### config.mk
export PLATFORM = sky130hd
export DESIGN_NAME = hazard_scoreboard_flat
export DESIGN_NICKNAME = d
export VERILOG_FILES = /design/src/rtl/hazard_scoreboard_if.sv /design/src/rtl/hazard_scoreboard.sv /design/src/flat_wrapper.sv
export SDC_FILE = /design/constraint.sdc
export NUM_CORES = 1
export LEC_CHECK = 0
export ABC_AREA = 1
export CAP_MARGIN = 20
export CORE_ASPECT_RATIO = 1.5
export CORE_UTILIZATION = 46
export DETAILED_ROUTE_END_ITERATION = 7
export PLACE_DENSITY = 0.76
export REMOVE_ABC_BUFFERS = 1
export SETUP_SLACK_MARGIN = 0.1
export SLEW_MARGIN = 20
export SYNTH_ARGS = -nofsm -noshare
export SYNTH_HDL_FRONTEND = slang
export SYNTH_SLANG_ARGS = --single-unit
### constraint.sdc
create_clock -name clk -period 1.4 [get_ports clk]
set_input_delay 0.35 -clock clk [delete_from_list [all_inputs] [get_ports clk]]
set_output_delay 0.35 -clock clk [all_outputs]
set_load 0.005 [all_outputs]
### src/rtl/hazard_scoreboard_if.sv
// ID-stage hazard interface: decoded ID operands and pipeline controls in, stall/issue/forward selects out.
// The master drives the ID side; the scoreboard is the slave.
interface hazard_scoreboard_if #(
   parameter int SELW = 2
);
   logic            id_valid;
   logic [4:0]      id_rs1;
   logic [4:0]      id_rs2;
   logic            id_uses_rs1;
   logic            id_uses_rs2;
   logic [4:0]      id_rd;
   logic            id_writes_rd;
   logic [1:0]      id_lat_class;
   logic            pipe_hold;
   logic            flush;
   logic            stall;
   logic            issue;
   logic [SELW-1:0] fwd_sel_rs1;
   logic [SELW-1:0] fwd_sel_rs2;

   modport master (
      output id_valid, id_rs1, id_rs2, id_uses_rs1, id_uses_rs2,
      output id_rd, id_writes_rd, id_lat_class, pipe_hold, flush,
      input  stall, issue, fwd_sel_rs1, fwd_sel_rs2
   );

   modport slave (
      input  id_valid, id_rs1, id_rs2, id_uses_rs1, id_uses_rs2,
      input  id_rd, id_writes_rd, id_lat_class, pipe_hold, flush,
      output stall, issue, fwd_sel_rs1, fwd_sel_rs2
   );
endinterface

### src/rtl/hazard_scoreboard.sv
// Shift-register scoreboard of in-flight destination registers with per-class forwarding readiness.
// Optional HAZARD_PERF_CNT_EN adds stall_cycles / issue_count performance counters.
module hazard_scoreboard #(
   parameter int NUM_STAGES       = 3,
   parameter int ALU_READY_STAGE  = 0,
   parameter int LOAD_READY_STAGE = 1,
   parameter int MUL_READY_STAGE  = 2,
   parameter int SELW             = $clog2(NUM_STAGES + 1)
) (
   input logic           clk,
   input logic           rst,
   hazard_scoreboard_if.slave hz
`ifdef HAZARD_PERF_CNT_EN
   ,
   output logic [31:0]   stall_cycles,
   output logic [31:0]   issue_count
`endif
);

   typedef struct packed {
      logic            nrdy;
      logic [SELW-1:0] sel;
   } match_t;

   logic [NUM_STAGES-1:0]           valid_q, valid_d;
   logic [NUM_STAGES-1:0][4:0]      rd_q, rd_d;
   logic [NUM_STAGES-1:0][SELW-1:0] rdy_q, rdy_d;

   match_t m_rs1, m_rs2;
   logic   stall, issue, new_valid;

   function automatic logic [SELW-1:0] class_rdy(input logic [1:0] cls);
      case (cls)
         2'd0:    return SELW'(ALU_READY_STAGE);
         2'd1:    return SELW'(LOAD_READY_STAGE);
         2'd2:    return SELW'(MUL_READY_STAGE);
         default: return SELW'(NUM_STAGES - 1);
      endcase
   endfunction

   // The youngest producer (lowest stage) decides, even if an older one is ready.
   function automatic match_t lookup(
      input logic [4:0]                  rs,
      input logic                        use_rs,
      input logic [NUM_STAGES-1:0]       v,
      input logic [NUM_STAGES-1:0][4:0]  rd,
      input logic [NUM_STAGES-1:0][SELW-1:0] rdy
   );
      match_t m;
      logic   hit;
      m   = '0;
      hit = 1'b0;
      if (use_rs && rs != 5'd0) begin
         for (int k = 0; k < NUM_STAGES; k++) begin
            if (!hit && v[k] && rd[k] == rs) begin
               hit = 1'b1;
               if (SELW'(k) >= rdy[k]) m.sel  = SELW'(k + 1);
               else                    m.nrdy = 1'b1;
            end
         end
      end
      return m;
   endfunction

   always_comb begin
      m_rs1     = lookup(hz.id_rs1, hz.id_uses_rs1, valid_q, rd_q, rdy_q);
      m_rs2     = lookup(hz.id_rs2, hz.id_uses_rs2, valid_q, rd_q, rdy_q);
      stall     = hz.id_valid & (m_rs1.nrdy | m_rs2.nrdy);
      issue     = hz.id_valid & ~stall & ~hz.flush & ~hz.pipe_hold;
      new_valid = issue & hz.id_writes_rd & (hz.id_rd != 5'd0);
   end

   assign hz.stall       = stall;
   assign hz.issue       = issue;
   assign hz.fwd_sel_rs1 = m_rs1.sel;
   assign hz.fwd_sel_rs2 = m_rs2.sel;

   always_comb begin
      valid_d = valid_q;
      rd_d    = rd_q;
      rdy_d   = rdy_q;
      if (!hz.pipe_hold) begin
         valid_d = {valid_q[NUM_STAGES-2:0], new_valid};
         rd_d    = {rd_q[NUM_STAGES-2:0], hz.id_rd};
         rdy_d   = {rdy_q[NUM_STAGES-2:0], class_rdy(hz.id_lat_class)};
      end
   end

   // Stage boundary: ID -> stage 0, stage k -> stage k+1
   always_ff @(posedge clk) begin
      if (rst) valid_q <= '0;
      else     valid_q <= valid_d;
      rd_q  <= rd_d;
      rdy_q <= rdy_d;
   end

`ifdef HAZARD_PERF_CNT_EN
   logic [31:0] stall_cycles_q, stall_cycles_d;
   logic [31:0] issue_count_q, issue_count_d;

   always_comb begin
      stall_cycles_d = stall_cycles_q + {31'd0, stall & ~hz.pipe_hold & ~hz.flush};
      issue_count_d  = issue_count_q + {31'd0, issue};
   end

   always_ff @(posedge clk) begin
      if (rst) begin
         stall_cycles_q <= '0;
         issue_count_q  <= '0;
      end else begin
         stall_cycles_q <= stall_cycles_d;
         issue_count_q  <= issue_count_d;
      end
   end

   assign stall_cycles = stall_cycles_q;
   assign issue_count  = issue_count_q;
`endif

endmodule
### src/flat_wrapper.sv
// flat-port wrapper written by rule: the top's interface ports become plain ports
module hazard_scoreboard_flat 
#(
   parameter int NUM_STAGES       = 3,
   parameter int ALU_READY_STAGE  = 0,
   parameter int LOAD_READY_STAGE = 1,
   parameter int MUL_READY_STAGE  = 2,
   parameter int SELW             = $clog2(NUM_STAGES + 1)
)
  (clk, rst, hz_id_valid, hz_id_rs1, hz_id_rs2, hz_id_uses_rs1, hz_id_uses_rs2, hz_id_rd, hz_id_writes_rd, hz_id_lat_class, hz_pipe_hold, hz_flush, hz_stall, hz_issue, hz_fwd_sel_rs1, hz_fwd_sel_rs2);
  hazard_scoreboard_if #(.SELW(SELW)) hz_i ();
  input logic clk;
  input logic rst;
  input wire logic [$bits(hz_i.id_valid)-1:0] hz_id_valid;
  input wire logic [$bits(hz_i.id_rs1)-1:0] hz_id_rs1;
  input wire logic [$bits(hz_i.id_rs2)-1:0] hz_id_rs2;
  input wire logic [$bits(hz_i.id_uses_rs1)-1:0] hz_id_uses_rs1;
  input wire logic [$bits(hz_i.id_uses_rs2)-1:0] hz_id_uses_rs2;
  input wire logic [$bits(hz_i.id_rd)-1:0] hz_id_rd;
  input wire logic [$bits(hz_i.id_writes_rd)-1:0] hz_id_writes_rd;
  input wire logic [$bits(hz_i.id_lat_class)-1:0] hz_id_lat_class;
  input wire logic [$bits(hz_i.pipe_hold)-1:0] hz_pipe_hold;
  input wire logic [$bits(hz_i.flush)-1:0] hz_flush;
  output wire logic [$bits(hz_i.stall)-1:0] hz_stall;
  output wire logic [$bits(hz_i.issue)-1:0] hz_issue;
  output wire logic [$bits(hz_i.fwd_sel_rs1)-1:0] hz_fwd_sel_rs1;
  output wire logic [$bits(hz_i.fwd_sel_rs2)-1:0] hz_fwd_sel_rs2;
  assign hz_i.id_valid = hz_id_valid;
  assign hz_i.id_rs1 = hz_id_rs1;
  assign hz_i.id_rs2 = hz_id_rs2;
  assign hz_i.id_uses_rs1 = hz_id_uses_rs1;
  assign hz_i.id_uses_rs2 = hz_id_uses_rs2;
  assign hz_i.id_rd = hz_id_rd;
  assign hz_i.id_writes_rd = hz_id_writes_rd;
  assign hz_i.id_lat_class = hz_id_lat_class;
  assign hz_i.pipe_hold = hz_pipe_hold;
  assign hz_i.flush = hz_flush;
  assign hz_stall = hz_i.stall;
  assign hz_issue = hz_i.issue;
  assign hz_fwd_sel_rs1 = hz_i.fwd_sel_rs1;
  assign hz_fwd_sel_rs2 = hz_i.fwd_sel_rs2;
  hazard_scoreboard #(.NUM_STAGES(NUM_STAGES), .ALU_READY_STAGE(ALU_READY_STAGE), .LOAD_READY_STAGE(LOAD_READY_STAGE), .MUL_READY_STAGE(MUL_READY_STAGE), .SELW(SELW)) u_core (.clk(clk), .rst(rst), .hz(hz_i));
endmodule
==> flow_metrics.tcl <==
set metrics [dict create \
    status "finished, violations left" \
    violations "negative setup slack" \
    htree_levels 1 \
    hp-class "flop to flop" \
    synth_most_common_cell "nand2_1" \
    syn_inst 200 \
    hold_end "u_core.rdy_q[3]" \
    drive_gt1_share_pct 36.9 \
    clk_latency_ns 0.27 \
    post-dp-hpwl_um 3050 \
    fmax_mhz 468 \
    synth.area.top_cells "edfxtp_1 (42%), nand2_1 (18%), inv_1 (6.0%)" \
    skew_ns 0.00126 \
    async_flop_share_pct 0 \
    drcViolationCount 0 \
    viasPerCell 5.02 \
    tritoncts "yes" \
    final-hold-violation-count 0 \
    io_pins 31 \
    yosysWarnings 0 \
    crit_path_end_kind "primary output" \
    r2r_cells 13 \
    yosys_register_bits 24 \
    relSlewSlack_pct 81.6 \
    wl_um 4160 \
    synth_edf_count 21 \
    power_density_nw_per_um2 756 \
    die_h_um 71.7 \
    postPlaceCellArea_um2 2020 \
    yosysTopAreaCell "edfxtp_1" \
    synthFlopType "edfxtp_1" \
    netlist_area_um2 1490 \
    gr-total-overflow 0 \
    wl_per_cell_um 13.4 \
    multi_input_area_um2 783 \
    critPathMaxFanout 3 \
    hold_ws_ns 0.458 \
    r2r-end "u_core.valid_q[0]" \
    drt_iter0_drc 58 \
    initial_core_util_pct 47.7 \
    path_class "flop to primary output" \
    final_area_um2 2290 \
    rsz0062_at_grt "yes" \
    num_vias 1561 \
    whs_path_depth 0 \
    rows 25 \
    drtAntennaViolNets 0 \
    grt_pass1_wl_um 6760 \
    place_ws_ns -1.28 \
    diodes 0 \
    path_delay_family "simple AND/OR/NAND/NOR gates" \
    seq_area_frac_synth_pct 46.3 \
    rrSetupSlack_ns -0.28 \
    netlist.area_leader.share_pct 42.3 \
    yosysUniqueCellTypes 24 \
    worstReg2RegStart "u_core.rd_q[6]" \
    antenna_found_initial 0 \
    cp-start-kind "flop" \
    grt_usage_pct 25.7 \
    crit_buf_inv 2 \
    ys_top_cells_by_count "nand2_1 (73), inv_1 (24), edfxtp_1 (21)" \
    syn2layout_area_growth_pct 53.4 \
    critPathSlowestCell "edfxtp_1" \
    arrival_ns 1.79 \
    hold_buffers 0 \
    fill_cells 259 \
    final-setup-viol-count 7 \
    register_area_um2 691 \
    crit_chain "buf_6 -> nand2_2 -> nand2_2 -> nor2_4 -> nand4_1 -> nand2_1 -> nand2_1 -> nand2_1 -> nand2_2 -> and3_4 -> buf_6" \
    min_from "u_core.rdy_q[1]" \
    grt_pass1_vias 1551 \
    required_ns 1.05 \
    core_area_um2 3130 \
    tightest_slew_ns 0.274 \
    avgSynthCellArea_um2 7.46 \
    port_buffers 30 \
    worst_slack_ns -0.737 \
    grt_max_degree 24 \
    fin_nets 297 \
    peakVddDrop_mv 0.654 \
    finalCriticalPeriod_ns 2.14 \
    fp.dieW_um 48.5 \
    leakage_uw 0.00105 \
    ctsRootBufferMaster "clkbuf_8" \
    first_pass_iters 4 \
    dieArea_um2 3480 \
    cts_buffers 3 \
    cpPeakStageDelay_ns 0.47 \
    clk_pin_slew_ns 0.08 \
    finalCritPeriodShare_pct 153 \
    drv_cap 0 \
    gp_congestion 0.949 \
    cts.sinks 24 \
    slew_violations 0 \
    clk_path_buf_depth 2 \
]
==> cells in the final DEF (no fill, tap or decap) <==
cell type,instances
o41ai_1,1
xor2_1,3
or2_2,1
buf_6,8
nor2_4,5
clkbuf_8,4
edfxtp_1,21
nand3_2,4
o21ai_1,3
or2_0,1
clkdlybuf4s50_1,14
clkdlybuf4s15_1,1
buf_12,1
nor2_1,10
nand3_1,2
inv_1,17
nor3_1,2
nand2_2,10
nor3_2,1
nand3b_1,2
nand2_1,65
and3_4,1
a21oi_1,4
buf_4,30
nand4_4,1
dfxtp_1,3
a21oi_2,5
o21ai_0,3
inv_2,15
nand4_1,8
buf_2,5
nor2_2,8
dlygate4sd2_1,9
o21ai_2,1
o211ai_1,2
==> routing by layer <==
layer  part of all wire [%]  vias to the layer above  global-route usage [%]
met5                      0                        -                       0
met4                    2.2                        0                    12.1
met3                    2.5                        8                    2.55
met2                     57                       39                    48.8
met1                     38                      720                    28.5
li1                       -                      794                       -
==> stage by stage <==
step                TNS (ns)  power, uW  instances  utilization [%]
detailed placement    -10.26       1190        292             64.7
global route           -4.89       1810        311             73.2
floorplan             -0.300       1010        199                -
finish                 -4.17       1730        311             73.2
CTS                    -4.04       1690        308             69.8
global placement       -9.99       1190        292             64.7
==> state kept, by name, summed over array words and instances (netlist names) <==
name,count
u_core.rd_q,15
u_core.rdy_q,6
u_core.valid_q,3
==> timing repair <==
action,4_1_cts,5_1_grt
pin swaps,26,24
cloned,0,0
setup buffers,12,3
gates resized for setup,57,26
setup endpoints to repair,7,7
==> cell type report <==
cell class | count | area share [%]
Clock buffer | 4 | 2.41
Sequential cell | 24 | 30.2
Timing Repair Buffer | 68 | 25.8
Tap cell | 40 | 2.19
Inverter | 32 | 5.25
Multi-Input combinational cell | 143 | 34.2
==> power breakdown <==
group          internal [uW]  leakage [uW]  switching, uW
clock network            251     0.0000288            216
registers                831      0.000230           40.4
logic                    193      0.000793            197
total                   1270       0.00105            454
==> logic make-up (layout without fill, tap and decap cells) <==
logic type | after synthesis | after routing | share of synthesized area, %
XOR/XNOR | 3 | 3 | 1.76
buffers and inverters | 33 | 104 | 8.31
AO/OA/AOI/OAI | 19 | 19 | 7.47
AND/OR/NAND/NOR | 121 | 121 | 36.2
flip-flops | 24 | 24 | 46.3
==> worst max path at each step <==
stage | startpoint | end | slack, ns | depth (start not counted)
5_1_grt | u_core.rd_q[6] | hz_issue | -0.84 | 12
4_1_cts | u_core.rd_q[4] | hz_issue | -0.69 | 10
2_1_floorplan | u_core.rd_q[9] | hz_issue | -0.11 | 7
6_report | u_core.rd_q[6] | hz_issue | -0.74 | 11
3_5_place_dp | hz_id_rs1[2] | hz_issue | -1.28 | 9
3_3_place_gp | hz_id_rs1[2] | hz_stall | -1.27 | 12
(Power assumes the default switching activity.)
